[config.mk]
export PLATFORM = sky130hd
export DESIGN_NAME = alu_exec_unit_flat
export DESIGN_NICKNAME = d
export VERILOG_FILES = /design/src/rtl/alu_pkg.sv /design/src/rtl/alu_exec_unit_if.sv /design/src/rtl/alu_core.sv /design/src/rtl/alu_exec_unit.sv /design/src/flat_wrapper.sv
export SDC_FILE = /design/constraint.sdc
export NUM_CORES = 1
export LEC_CHECK = 0
export CAP_MARGIN = 20
export CORE_ASPECT_RATIO = 2
export CORE_UTILIZATION = 25
export DETAILED_ROUTE_END_ITERATION = 12
export PLACE_DENSITY_LB_ADDON = 0.12
export SLEW_MARGIN = 5
export SYNTH_ARGS = -nofsm -noshare
export SYNTH_HDL_FRONTEND = slang
export SYNTH_SLANG_ARGS = --single-unit
[constraint.sdc]
create_clock -name clk -period 6.7 [get_ports clk]
set_clock_uncertainty 0.2 [all_clocks]
set_input_delay 1.34 -clock clk [delete_from_list [all_inputs] [get_ports clk]]
set_output_delay 1.34 -clock clk [all_outputs]
set_load 0.005 [all_outputs]
[src/rtl/alu_pkg.sv]
// Shared ALU operation encoding, common to the ALU control decoder and the execute unit.
package alu_pkg;

  localparam int unsigned ALU_OP_W  = 4;
  localparam int unsigned ALU_WIDTH = 32;

  typedef logic [ALU_OP_W-1:0] alu_op_t;

  localparam alu_op_t ALU_AND = 4'b0000;
  localparam alu_op_t ALU_OR  = 4'b0001;
  localparam alu_op_t ALU_ADD = 4'b0010;
  localparam alu_op_t ALU_SUB = 4'b0110;
  localparam alu_op_t ALU_SLT = 4'b0111;

  function automatic logic alu_op_legal(input alu_op_t op);
    return (op == ALU_AND) || (op == ALU_OR) || (op == ALU_ADD) ||
           (op == ALU_SUB) || (op == ALU_SLT);
  endfunction

endpackage

[src/rtl/alu_exec_unit_if.sv]
// Valid/ready request and response bundle of the ALU execute unit.
// The ovf signal exists only when ALU_OVF_EN is defined.
interface alu_exec_unit_if #(parameter int unsigned WIDTH = alu_pkg::ALU_WIDTH);

  logic                in_valid;
  logic                in_ready;
  alu_pkg::alu_op_t    op;
  logic [WIDTH-1:0]    a;
  logic [WIDTH-1:0]    b;
  logic                out_valid;
  logic                out_ready;
  logic [WIDTH-1:0]    result;
  logic                zero;
  logic                illegal;
`ifdef ALU_OVF_EN
  logic                ovf;
`endif

  modport master (
    output in_valid, op, a, b, out_ready,
    input  in_ready, out_valid, result, zero, illegal
`ifdef ALU_OVF_EN
    , input ovf
`endif
  );

  modport slave (
    input  in_valid, op, a, b, out_ready,
    output in_ready, out_valid, result, zero, illegal
`ifdef ALU_OVF_EN
    , output ovf
`endif
  );

endinterface

[src/rtl/alu_core.sv]
// Combinational ALU datapath: op/a/b to result, illegal flag and (with ALU_OVF_EN) signed overflow.
module alu_core
  import alu_pkg::*;
#(
  parameter int unsigned WIDTH = ALU_WIDTH
) (
  input  alu_op_t           i_op,
  input  logic [WIDTH-1:0]  i_a,
  input  logic [WIDTH-1:0]  i_b,
  output logic [WIDTH-1:0]  o_result,
  output logic              o_illegal
`ifdef ALU_OVF_EN
  , output logic            o_ovf
`endif
);

  localparam int unsigned MSB = WIDTH - 1;

  logic [WIDTH-1:0] w_sum;
  logic [WIDTH-1:0] w_diff;
  logic             w_lt;

  assign w_sum  = i_a + i_b;
  assign w_diff = i_a - i_b;
  assign w_lt   = $signed(i_a) < $signed(i_b);

  always_comb begin
    o_result  = '0;
    o_illegal = !alu_op_legal(i_op);
    case (i_op)
      ALU_AND: o_result = i_a & i_b;
      ALU_OR:  o_result = i_a | i_b;
      ALU_ADD: o_result = w_sum;
      ALU_SUB: o_result = w_diff;
      ALU_SLT: o_result = WIDTH'(w_lt);
      default: o_result = '0;
    endcase
  end

`ifdef ALU_OVF_EN
  // Overflow when operand signs allow it and the result sign disagrees with a.
  always_comb begin
    o_ovf = 1'b0;
    case (i_op)
      ALU_ADD: o_ovf = (i_a[MSB] == i_b[MSB]) && (w_sum[MSB]  != i_a[MSB]);
      ALU_SUB: o_ovf = (i_a[MSB] != i_b[MSB]) && (w_diff[MSB] != i_a[MSB]);
      default: o_ovf = 1'b0;
    endcase
  end
`endif

endmodule

[src/rtl/alu_exec_unit.sv]
// Two-stage pipelined ALU execute unit with valid/ready on both sides.
// Define ALU_OVF_EN to add the registered signed-overflow output.
module alu_exec_unit
  import alu_pkg::*;
#(
  parameter int unsigned WIDTH = ALU_WIDTH
) (
  input  logic           clk,
  input  logic           rst,
  alu_exec_unit_if.slave bus
);

  logic             r_s1_v;
  alu_op_t          r_op;
  logic [WIDTH-1:0] r_a;
  logic [WIDTH-1:0] r_b;

  logic             r_s2_v;
  logic [WIDTH-1:0] r_result;
  logic             r_zero;
  logic             r_illegal;

  logic             w_s2_free;
  logic             w_s1_adv;
  logic             w_in_ready;
  logic             w_in_xfer;
  logic [WIDTH-1:0] w_result;
  logic             w_illegal;
`ifdef ALU_OVF_EN
  logic             w_ovf;
  logic             r_ovf;
`endif

  // S2 can take a new op when empty or when its current op leaves this cycle.
  assign w_s2_free  = !r_s2_v || bus.out_ready;
  assign w_s1_adv   = r_s1_v && w_s2_free;
  assign w_in_ready = !r_s1_v || w_s2_free;
  assign w_in_xfer  = bus.in_valid && w_in_ready;

  alu_core #(.WIDTH(WIDTH)) u_core (
    .i_op      (r_op),
    .i_a       (r_a),
    .i_b       (r_b),
    .o_result  (w_result),
    .o_illegal (w_illegal)
`ifdef ALU_OVF_EN
    , .o_ovf   (w_ovf)
`endif
  );

  // Stage 1: operand capture.
  always_ff @(posedge clk) begin
    if (!rst) begin
      r_s1_v <= 1'b0;
      r_op   <= ALU_AND;
      r_a    <= '0;
      r_b    <= '0;
    end else if (w_in_xfer) begin
      r_s1_v <= 1'b1;
      r_op   <= bus.op;
      r_a    <= bus.a;
      r_b    <= bus.b;
    end else if (w_s1_adv) begin
      r_s1_v <= 1'b0;
    end
  end

  // Stage 2: result registers; they only load on an advance, so a stalled output holds.
  always_ff @(posedge clk) begin
    if (!rst) begin
      r_s2_v    <= 1'b0;
      r_result  <= '0;
      r_zero    <= 1'b0;
      r_illegal <= 1'b0;
`ifdef ALU_OVF_EN
      r_ovf     <= 1'b0;
`endif
    end else if (w_s1_adv) begin
      r_s2_v    <= 1'b1;
      r_result  <= w_result;
      r_zero    <= (w_result == '0);
      r_illegal <= w_illegal;
`ifdef ALU_OVF_EN
      r_ovf     <= w_ovf;
`endif
    end else if (bus.out_ready) begin
      r_s2_v    <= 1'b0;
    end
  end

  assign bus.in_ready  = w_in_ready;
  assign bus.out_valid = r_s2_v;
  assign bus.result    = r_result;
  assign bus.zero      = r_zero;
  assign bus.illegal   = r_illegal;
`ifdef ALU_OVF_EN
  assign bus.ovf       = r_ovf;
`endif

endmodule

[src/flat_wrapper.sv]
// flat-port wrapper written by rule: the top's interface ports become plain ports
module alu_exec_unit_flat import alu_pkg::*;
#(
  parameter int unsigned WIDTH = ALU_WIDTH
)
  (clk, rst, bus_in_valid, bus_op, bus_a, bus_b, bus_out_ready, bus_in_ready, bus_out_valid, bus_result, bus_zero, bus_illegal);
  alu_exec_unit_if #(.WIDTH(WIDTH)) bus_i ();
  input  logic clk;
  input  logic rst;
  input wire logic [$bits(bus_i.in_valid)-1:0] bus_in_valid;
  input wire logic [$bits(bus_i.op)-1:0] bus_op;
  input wire logic [$bits(bus_i.a)-1:0] bus_a;
  input wire logic [$bits(bus_i.b)-1:0] bus_b;
  input wire logic [$bits(bus_i.out_ready)-1:0] bus_out_ready;
  output wire logic [$bits(bus_i.in_ready)-1:0] bus_in_ready;
  output wire logic [$bits(bus_i.out_valid)-1:0] bus_out_valid;
  output wire logic [$bits(bus_i.result)-1:0] bus_result;
  output wire logic [$bits(bus_i.zero)-1:0] bus_zero;
  output wire logic [$bits(bus_i.illegal)-1:0] bus_illegal;
  assign bus_i.in_valid = bus_in_valid;
  assign bus_i.op = bus_op;
  assign bus_i.a = bus_a;
  assign bus_i.b = bus_b;
  assign bus_i.out_ready = bus_out_ready;
  assign bus_in_ready = bus_i.in_ready;
  assign bus_out_valid = bus_i.out_valid;
  assign bus_result = bus_i.result;
  assign bus_zero = bus_i.zero;
  assign bus_illegal = bus_i.illegal;
  alu_exec_unit #(.WIDTH(WIDTH)) u_core (.clk(clk), .rst(rst), .bus(bus_i));
endmodule
==> impl_metrics.yaml <==
setup_path:
  worstPathArrival_ns: 4.46
  cp_max_fo: 15
  critical_path_buf_inv_count: 1
  r2r-start: "u_core.r_a[18]$_SDFFE_PN0P_"
  critPathKind: "input pin to register"
  r2r_cells: 13
  cp-end-kind: "register"
  cp_common_cell: "nand3_1"
  cp_cell_sequence: "clkdlybuf4s50_1, nor2b_1, nand2b_1, a221o_1, a21oi_2, nand3_1, nor4b_2, nand3_1, or4_1, nor4_2, nand4_1, o31ai_2"
  slowest_delay_ns: 0.52
  slowest_stage: "or4_1"
  crit_family: "simple AND/OR/NAND/NOR gates"
  cp.depth: 12
  cp-startpoint: "bus_out_ready"
  crit_required_ns: 6.83
  start_kind: "input pin"
detailed_routing:
  vias_per_cell: 5.14
  ant_nets: 0
  drcViolationCount: 0
  vias: 8900
  drt-pass1-iter-count: 5
  drt_iter0_drc: 433
  drt-wirelength-per-cell_um: 21.2
  drt-total-wl_um: 36700
cells_and_area:
  n_antenna_cell: 0
  drive_gt1_frac: 0.0515
  layout.nets: 1451
  fill_cells: 3990
  area_growth_syn_to_layout_pct: 18.5
power:
  p_switching_uw: 716
  intPower_mw: 1.16
  clkPwrFrac: 0.289
  vdd_drop_max_v: 0.000146
  powerDensity_nw_per_um2: 173
  pwr-share-seq: 0.367
  p_comb_frac: 0.344
  switching_share: 0.382
  power.leakage_nw: 4.33
yosys:
  yosys_warnings: 0
  synth-seq-cells: 104
  synth_ff_type: "dfxtp_1"
  async_flop_share: 0
  synth_edf_count: 0
  synth_area_um2: 9110
  syn_avg_cell_area_um2: 7.43
  yosysMostFrequentCell: "nand2_1"
  synth.distinct_cells: 88
  syn-num-nets: 1400
  netlist_top_cells_area: "dfxtp_1, ha_1, nand2_1, a21boi_0, inv_1"
  netlist.area_leader.share: 0.228
  syn_inst: 1227
  ys_seq_area_frac: 0.228
  yosysTopAreaCell: "dfxtp_1"
  ys_top_cells_by_count: "nand2_1, dfxtp_1, inv_1"
cts:
  clk_pin_slew_ns: 0.09
  cts_tree: "done"
  cts_root_buffer: "clkbuf_16"
  numCtsBuffers: 9
  cts.repair.resized: 0
  clk_latency_ns: 0.40
  post_cts_buffers: 0
  htreeDepth: 3
  cts_sinks: 104
  clock_path_buffers: 2
  cts_hold_buf: 0
timing:
  drv_slew: 0
  timing.hold.ws_ns: 0.288
  fmax_mhz: 231
  grt_setup_unrepaired: "false"
  hold_violations: 0
  setup_violations: 0
  slew_headroom: 0.283
  totalNegativeSetupSlack_ns: 0
  finalCritPeriodShare: 0.646
  fin_crit_ns: 4.33
  tightest_slew_ns: 1.07
floorplanning:
  die_h_um: 272
  start_util: 0.255
  std_cell_rows: 98
  ios: 108
  dieWidth_um: 137
  die_area_um2: 37300
  core_um2: 35800
grt:
  grt_pass1_wl_um: 54900
  grtUsageTotal: 0.202
  grt_start_max_net_pins: 100
  antenna_found_initial: 0
  grt_pass1_vias: 9177
  overflow: 0
min_path:
  hold_path_depth: 2
  hold_class: "register to register"
  worstHoldStart: "u_core.r_b[6]$_SDFFE_PN0P_"
place:
  hpwl_um: 28900
  gp_congestion: 0.931
  port_buffers: 107
job:
  cap_violations: 0
outcome:
  status: "complete, no violations"
[routing by layer]
layer / global-route usage / part of all wire / vias up
met5: 0 / 0 / -
met4: 0.138 / 0.065 / 0
met3: 0.0173 / 0.020 / 86
met2: 0.411 / 0.58 / 195
met1: 0.178 / 0.33 / 4244
li1: - / - / 4375
[worst reg2reg max path, cell delays in order, from the launching register on]
cell and delay, ns:
dfxtp_1 0.41, inv_1 0.07, ha_1 0.64, nor2b_1 0.15, o21ai_0 0.18, a21oi_1 0.09
nor2_1 0.21, a2bb2oi_1 0.66, a311oi_1 0.19, o22ai_1 0.29, xnor2_1 0.10, a221oi_1 0.62
nand3_1 0.21, o31ai_2 0.20
[cell families after synthesis]
group,after synthesis,share of synthesized area
compound gates,362,0.294
xor+xnor,26,0.0250
flops,104,0.228
buf+inv,182,0.0792
mux,14,0.0155
fa+ha+maj,101,0.140
simple gates,438,0.218
[power groups by stage]
stage | Clock [mW] | Combinational [mW] | Sequential [mW]
after CTS | 0.566 | 0.649 | 0.689
after floorplan | 0 | 0.406 | 0.692
final | 0.541 | 0.645 | 0.687
after global routing | 0.580 | 0.701 | 0.694
after global placement | 0 | 0.646 | 0.703
after detailed placement | 0 | 0.645 | 0.704
[path summary, 6_finish.rpt]
check	end	slack (ns)
min	u_core.r_b[6]$_SDFFE_PN0P_	0.29
max reg2reg	u_core.bus.zero$_SDFFE_PN0P_	2.41
max	u_core.bus.zero$_SDFFE_PN0P_	2.37
min reg2reg	u_core.r_b[6]$_SDFFE_PN0P_	0.29
[layout make-up]
cell class              count  area (µm²)  area share
inverters                 105         394      0.0365
flip-flops and latches    104        2080       0.193
multi-input cells         941        6340       0.587
clock inverters             6        53.8     0.00498
repair buffers            117        1140       0.106
well taps                 450         563      0.0521
clock buffers               9         225      0.0209
[metrics by stage]
step | util | std cells | worst slack, ns | total power [mW] | instance area (µm²)
after floorplan | - | 1227 | 3.10 | 1.10 | 9110
after global placement | 0.294 | 1717 | 1.96 | 1.35 | 10500
after detailed placement | 0.294 | 1717 | 1.92 | 1.35 | 10500
after CTS | 0.302 | 1732 | 2.33 | 1.90 | 10800
after global routing | 0.302 | 1732 | 2.08 | 1.98 | 10800
final | 0.302 | 1732 | 2.37 | 1.87 | 10800
[cell usage in the layout (no fill, tap or decap), types with 14 or more instances in the layout]
cell type          n
xnor2_1           20
a21oi_1           72
dfxtp_1          104
nand3_1           31
o211a_1           22
clkdlybuf4s50_1  106
nand2_1          224
o211ai_1          14
inv_1            100
ha_1              99
nor2_1            73
o21ai_0           37
a31oi_1           14
a21boi_0          72
nor3_1            20
[flip-flops by register name, summed over array words and instances (netlist names)]
signal                flops
u_core.bus.illegal        1
u_core.bus.out_valid      1
u_core.bus.result        32
u_core.bus.zero           1
u_core.r_a               32
u_core.r_b               32
u_core.r_op               4
u_core.r_s1_v             1
Power figures use the tool's default switching activity.
